## src/rtl/serial_rx_pkg.sv

```systemverilog
// Shared types for the multi-channel serial word receiver: FSM state encoding,
// the bits-per-word clamp and the hard ceiling on word width.
package serial_rx_pkg;

   localparam int MAX_DATA_WIDTH = 256;
   localparam int ST_W           = 2;

   typedef enum logic [ST_W-1:0] {
      ST_IDLE  = 2'd0,
      ST_LEAD  = 2'd1,
      ST_SHIFT = 2'd2,
      ST_DONE  = 2'd3
   } state_t;

   // 0 means one bit; anything wider than the datapath is cut to the datapath width.
   function automatic logic [8:0] clamp_nbits(input logic [7:0] n, input int w);
      logic [8:0] r;
      r = {1'b0, n};
      if (r == 9'd0) r = 9'd1;
      if ({23'd0, r} > w[31:0]) r = w[8:0];
      return r;
   endfunction

endpackage

```

## src/rtl/serial_rx_ch.sv

```systemverilog
// One serial lane: optional 3-tap majority history (SERIAL_RX_MAJORITY_EN) feeding
// a shift register that takes one bit per sample strobe; no backpressure.
module serial_rx_ch
   import serial_rx_pkg::*;
#(
   parameter int P_DATA_WIDTH = 64
) (
   input  logic                    clk,
   input  logic                    rst,
   input  logic                    clr,
   input  logic                    smp,
   input  logic [7:0]              idx,
   input  logic                    lsb_first,
   input  logic                    a,
   output logic [P_DATA_WIDTH-1:0] sr
);

   logic                    bit_s;
   logic [P_DATA_WIDTH-1:0] bit_v;

`ifdef SERIAL_RX_MAJORITY_EN
   // hist[0] holds the line at the previous edge, hist[1] the one before that.
   logic [1:0] hist;

   always_ff @(posedge clk) begin
      if (rst) hist <= '0;
      else     hist <= {hist[0], a};
   end

   assign bit_s = (a & hist[0]) | (a & hist[1]) | (hist[0] & hist[1]);
`else
   assign bit_s = a;
`endif

   always_comb begin
      bit_v    = '0;
      bit_v[0] = bit_s;
   end

   always_ff @(posedge clk) begin
      if (rst || clr) begin
         sr <= '0;
      end else if (smp) begin
         if (lsb_first) sr <= sr | (bit_v << idx);
         else           sr <= (sr << 1) | bit_v;
      end
   end

endmodule

```

## src/rtl/serial_rx_mc.sv

```systemverilog
// Lock-step serial word receiver for P_NCH lanes; valid lands n0 + nbits*n1 + 1 cycles
// after start. start while busy is dropped with a start_err pulse. Optional: SERIAL_RX_MAJORITY_EN.
module serial_rx_mc
   import serial_rx_pkg::*;
#(
   parameter int P_NCH        = 4,
   parameter int P_DATA_WIDTH = 64,
   parameter int P_CNT_WIDTH  = 32
) (
   input  logic                            clk,
   input  logic                            rst,
   input  logic                            start,
   input  logic [P_NCH-1:0]                a,
   input  logic [7:0]                      nbits,
   input  logic [P_CNT_WIDTH-1:0]          n0,
   input  logic [P_CNT_WIDTH-1:0]          n1,
   input  logic                            lsb_first,
   output logic [P_NCH*P_DATA_WIDTH-1:0]   data,
   output logic                            valid,
   output logic                            busy,
   output logic                            start_err
);

   localparam int W_EFF = (P_DATA_WIDTH > MAX_DATA_WIDTH) ? MAX_DATA_WIDTH : P_DATA_WIDTH;
   localparam logic [P_CNT_WIDTH-1:0] CNT_ONE = {{(P_CNT_WIDTH-1){1'b0}}, 1'b1};

   state_t                          state, nxt;
   logic [P_CNT_WIDTH-1:0]          timer;
   logic [P_CNT_WIDTH-1:0]          n0_q, n1_q;
   logic [7:0]                      idx;
   logic [8:0]                      nb_q;
   logic                            lsb_q;
   logic                            clr, smp, tmr_hit;
   logic [P_NCH*P_DATA_WIDTH-1:0]   sr_all;

   always_comb begin
      nxt     = state;
      clr     = 1'b0;
      smp     = 1'b0;
      tmr_hit = 1'b0;
      case (state)
         ST_IDLE: begin
            if (start) begin
               nxt = ST_LEAD;
               clr = 1'b1;
            end
         end
         ST_LEAD: begin
            tmr_hit = (timer == n0_q - CNT_ONE);
            if (tmr_hit) nxt = ST_SHIFT;
         end
         ST_SHIFT: begin
            tmr_hit = (timer == n1_q - CNT_ONE);
            smp     = tmr_hit;
            if (tmr_hit && ({1'b0, idx} == nb_q - 9'd1)) nxt = ST_DONE;
         end
         ST_DONE: nxt = ST_IDLE;
         default: nxt = ST_IDLE;
      endcase
   end

   always_ff @(posedge clk) begin
      if (rst) begin
         state     <= ST_IDLE;
         timer     <= '0;
         idx       <= '0;
         nb_q      <= 9'd1;
         n0_q      <= CNT_ONE;
         n1_q      <= CNT_ONE;
         lsb_q     <= 1'b0;
         data      <= '0;
         valid     <= 1'b0;
         start_err <= 1'b0;
      end else begin
         state     <= nxt;
         valid     <= (state == ST_DONE);
         start_err <= start && (state != ST_IDLE);
         if (state == ST_DONE) data <= sr_all;

         // Config is frozen at acceptance so the front end may retarget it mid-word.
         if (clr) begin
            nb_q  <= clamp_nbits(nbits, W_EFF);
            n0_q  <= (n0 == '0) ? CNT_ONE : n0;
            n1_q  <= (n1 == '0) ? CNT_ONE : n1;
            lsb_q <= lsb_first;
            timer <= '0;
            idx   <= '0;
         end else if (state == ST_LEAD || state == ST_SHIFT) begin
            timer <= tmr_hit ? '0 : timer + CNT_ONE;
         end

         if (smp) idx <= idx + 8'd1;
      end
   end

   // The output word stays owned by the caller during the valid cycle, hence busy.
   assign busy = (state != ST_IDLE) || valid;

   for (genvar c = 0; c < P_NCH; c++) begin : g_ch
      serial_rx_ch #(
         .P_DATA_WIDTH (P_DATA_WIDTH)
      ) u_ch (
         .clk       (clk),
         .rst       (rst),
         .clr       (clr),
         .smp       (smp),
         .idx       (idx),
         .lsb_first (lsb_q),
         .a         (a[c]),
         .sr        (sr_all[c*P_DATA_WIDTH +: P_DATA_WIDTH])
      );
   end

endmodule

```

## config.mk

```make
export PLATFORM = sky130hd
export DESIGN_NAME = serial_rx_mc
export DESIGN_NICKNAME = d
export VERILOG_FILES = /design/src/rtl/serial_rx_pkg.sv /design/src/rtl/serial_rx_ch.sv /design/src/rtl/serial_rx_mc.sv
export SDC_FILE = /design/constraint.sdc
export NUM_CORES = 2
export LEC_CHECK = 0
export ABC_AREA = 1
export CAP_MARGIN = 40
export CORE_MARGIN = 5
export CORE_UTILIZATION = 50
export DETAILED_ROUTE_END_ITERATION = 12
export DONT_BUFFER_PORTS = 1
export GPL_TIMING_DRIVEN = 0
export PLACE_DENSITY = 0.73
export SYNTH_ARGS = -nofsm -noshare
export SYNTH_HDL_FRONTEND = slang
export SYNTH_SLANG_ARGS = --single-unit
```

## constraint.sdc

```tcl
create_clock -name clk -period 4.5 [get_ports clk]
set_input_delay 0.225 -clock clk [delete_from_list [all_inputs] [get_ports clk]]
set_output_delay 0.225 -clock clk [all_outputs]
set_load 0.01 [all_outputs]
```

==> flow_metrics.env <==
export IMPL_die_width_um=259
export IMPL_critPathCaptureType="flop"
export IMPL_wl_um=126000
export IMPL_fillers=5836
export IMPL_ys_types=46
export IMPL_io_buffers=0
export IMPL_grt_overflow_total=0
export IMPL_highest_layer="met5"
export IMPL_tns_ns=0
export IMPL_ys_seq_area_frac=0.407
export IMPL_worstPathMaxFanout=10
export IMPL_routedLengthMet1_um=49000
export IMPL_cts_made_buffers=69
export IMPL_drv_cap=0
export IMPL_period_share=0.938
export IMPL_slew_headroom=0.305
export IMPL_p_leak_nw=13.4
export IMPL_ys_flop_type="dfxtp_1"
export IMPL_yosys_warnings=0
export IMPL_grt_usage=0.357
export IMPL_cts_sinks=629
export IMPL_pin_count=339
export IMPL_post_cts_resized=0
export IMPL_die_y_um=259
export IMPL_grt_max_degree=15
export IMPL_dp_cells=5044
export IMPL_core_um2=61500
export IMPL_fin_crit_ns=4.22
export IMPL_clk_insertion_delay_late_ns=0.64
export IMPL_grt_pass1_wl_um=184000
export IMPL_nets=4494
export IMPL_clockBufferDepth=3
export IMPL_regToRegEndpoint="data[254]"
export IMPL_synth_area_per_cell_um2=7.30
export IMPL_tightest_slew_ns=1.04
export IMPL_cts_setup_buffers=0
export IMPL_crit_type="flop to flop"
export IMPL_synth_area_um2=30900
export IMPL_reg2reg_from="state[1]"
export IMPL_synthesis_nets=4320
export IMPL_dp_hpwl_um=94300
export IMPL_crit_path_start="state[1]"
export IMPL_gp_congestion=1.04
export IMPL_met3RoutedLength_um=12700
export IMPL_dr_pass1_iters=9
export IMPL_num_vias=31660
export IMPL_cts_hold_buf=80
export IMPL_final_cells=5246
export IMPL_cts_tree="done"
export IMPL_path_clk_slew_ns=0.06
export IMPL_antenna_found_initial=6
export IMPL_cp_required_ns=4.98
export IMPL_grt_pass1_vias=29233
export IMPL_ant_nets=0
export IMPL_synth_seq_cells=629
export IMPL_fin_skew_ns=0.0331
export IMPL_drt_iter0_drc=3959
export IMPL_fmax_mhz=237
export IMPL_status="finished clean"
export IMPL_routedWlPerCell_um=24.0
export IMPL_drive_gt1_frac=0.0858
export IMPL_start_util=0.503
export IMPL_r2r_slack_ns=0.28
export IMPL_cellPowerDensity_nw_per_um2=464
export IMPL_slew_violations=0
export IMPL_syn_inst=4231
export IMPL_routed_wl_met2_um=56600
export IMPL_area_growth_pct=14.2
export IMPL_critical_path_arrival_ns=4.70
export IMPL_setup_viol=0
export IMPL_rows=91
export IMPL_start_kind="flop"
export IMPL_synth_edff_count=0
export IMPL_hold_class="input port to flop"
export IMPL_dieArea_um2=66900
export IMPL_htreeDepth=3
export IMPL_vdd_drop_max_v=0.000311
export IMPL_cts_root_buf="clkbuf_16"
export IMPL_ys_async_sr_fraction=0
export IMPL_final_hold_viol_count=0
export IMPL_crit_end="data[254]"
export IMPL_rsz0062_at_grt="no"
export IMPL_drc=0
export IMPL_viasPerCell=6.04
export IMPL_reg2regPathDepth=8
[logic make-up after synthesis]
| group | share of synthesized area |
|---|---|
| and+or+nand+nor | 0.202 |
| xor gates and xnor gates | 0.0293 |
| buffers and inverters | 0.101 |
| DFF | 0.407 |
| adders and majority gates | 0.00364 |
| AOI/OAI and AO/OA | 0.257 |
[cells in the mapped netlist (37+ instances only)]
| cell | instances | area share |
|---|---|---|
| dfxtp_1 | 629 | 0.41 |
| nor3_1 | 101 | 0.016 |
| a211oi_2 | 146 | 0.059 |
| nor2_1 | 629 | 0.076 |
| nand3_1 | 99 | 0.016 |
| nand2_1 | 543 | 0.066 |
| a31oi_1 | 146 | 0.030 |
| clkbuf_1 | 237 | 0.029 |
| inv_1 | 428 | 0.052 |
| o21ai_0 | 461 | 0.075 |
| buf_6 | 37 | 0.013 |
| a211oi_1 | 75 | 0.018 |
| a21oi_1 | 383 | 0.062 |
| xor2_1 | 68 | 0.019 |
[placed cells by master (no fill, tap or decap), types with 5 or more instances in the layout]
cell type / Yosys / layout
o21bai_1: 10 / 10
nor3_1: 101 / 101
dfxtp_1: 629 / 629
a211oi_2: 146 / 146
nand2_1: 543 / 543
bufinv_16: 0 / 8
nand3_1: 99 / 99
a22o_1: 18 / 18
nor4_1: 15 / 15
nor2_1: 629 / 629
a211oi_1: 75 / 75
clkinv_2: 0 / 13
a31oi_1: 146 / 146
buf_1: 15 / 15
xor2_1: 68 / 68
o21ai_0: 461 / 461
clkbuf_8: 0 / 6
inv_1: 428 / 428
nand3b_1: 7 / 7
buf_4: 6 / 6
o211ai_1: 18 / 18
ha_1: 9 / 9
clkbuf_16: 0 / 69
xnor2_1: 33 / 33
nor2_2: 11 / 11
buf_2: 14 / 14
nand4_1: 35 / 35
dlygate4sd3_1: 0 / 80
clkbuf_1: 237 / 250
or2_2: 5 / 5
buf_8: 0 / 7
nor3b_2: 13 / 13
a21oi_1: 383 / 383
nand2_2: 6 / 6
buf_6: 37 / 53
[routing by layer]
layer	vias up	global-route usage
li1	14517	-
met1	14844	0.454
met2	1848	0.575
met3	443	0.0793
met4	8	0.174
met5	-	0
[registers in the layout (all words and copies together), names as in the netlist]
| signal | count |
|---|---|
| data | 256 |
| g_ch.u_ch.sr | 256 |
| n0_q | 32 |
| n1_q | 32 |
| timer | 32 |
| idx | 8 |
| nb_q | 8 |
| state | 2 |
| lsb_q | 1 |
| start_err | 1 |
| valid | 1 |
[critical path, stage by stage, from the launching register on]
cell and delay [ns]:
dfxtp_1 0.38, ha_1 0.16, clkbuf_1 0.65, clkbuf_1 0.65
clkbuf_1 0.74, clkbuf_1 0.51, buf_8 0.23, clkbuf_1 0.58
a21oi_1 0.14
[power by group]
group / total [mW] / internal, mW / switching [mW]
combinational: 3.71 / 1.14 / 2.57
clock: 5.91 / 3.41 / 2.49
sequential: 6.74 / 6.09 / 0.654
total: 16.4 / 10.6 / 5.72
[worst min-delay path by stage]
| stage | start | endpoint | slack (ns) | cells past startpoint |
|---|---|---|---|---|
| final | nbits[7] | nb_q[5] | 0.03 | 5 |
| after global routing | nbits[7] | nb_q[5] | 0.09 | 5 |
| after CTS | nbits[7] | nb_q[5] | 0.007 | 5 |
| after detailed placement | n0[23] | n0_q[23] | 0.34 | 2 |
| after global placement | n0[20] | n0_q[20] | 0.34 | 2 |
| after floorplan | n1[29] | n1_q[29] | 0.34 | 2 |
[through the flow]
stage          power [mW]  area (µm²)  utilization  worst slack (ns)  hold WS (ns)
2_1_floorplan        9.13       30900            -              2.06         0.335
3_3_place_gp         10.3       31900        0.519             0.193         0.339
4_1_cts              16.3       35300        0.574             0.359       0.00683
6_report             16.4       35300        0.574             0.280        0.0278
5_1_grt              17.0       35300        0.574             0.257        0.0869
3_5_place_dp         10.4       32200        0.523             0.367         0.341
[cell type report]
class | count | area (µm²) | area share
diodes | 2 | 5.00 | 0.000142
plain buffers | 312 | 1490 | 0.0423
clock buffers | 88 | 1860 | 0.0527
clock inverters | 32 | 440 | 0.0125
inverters | 433 | 1630 | 0.0461
multi-input cells | 2857 | 15200 | 0.431
flip-flops and latches | 629 | 12600 | 0.357
well taps | 790 | 988 | 0.0280
repair buffers | 103 | 1090 | 0.0308
No activity file was read; power rests on OpenSTA's default activity.
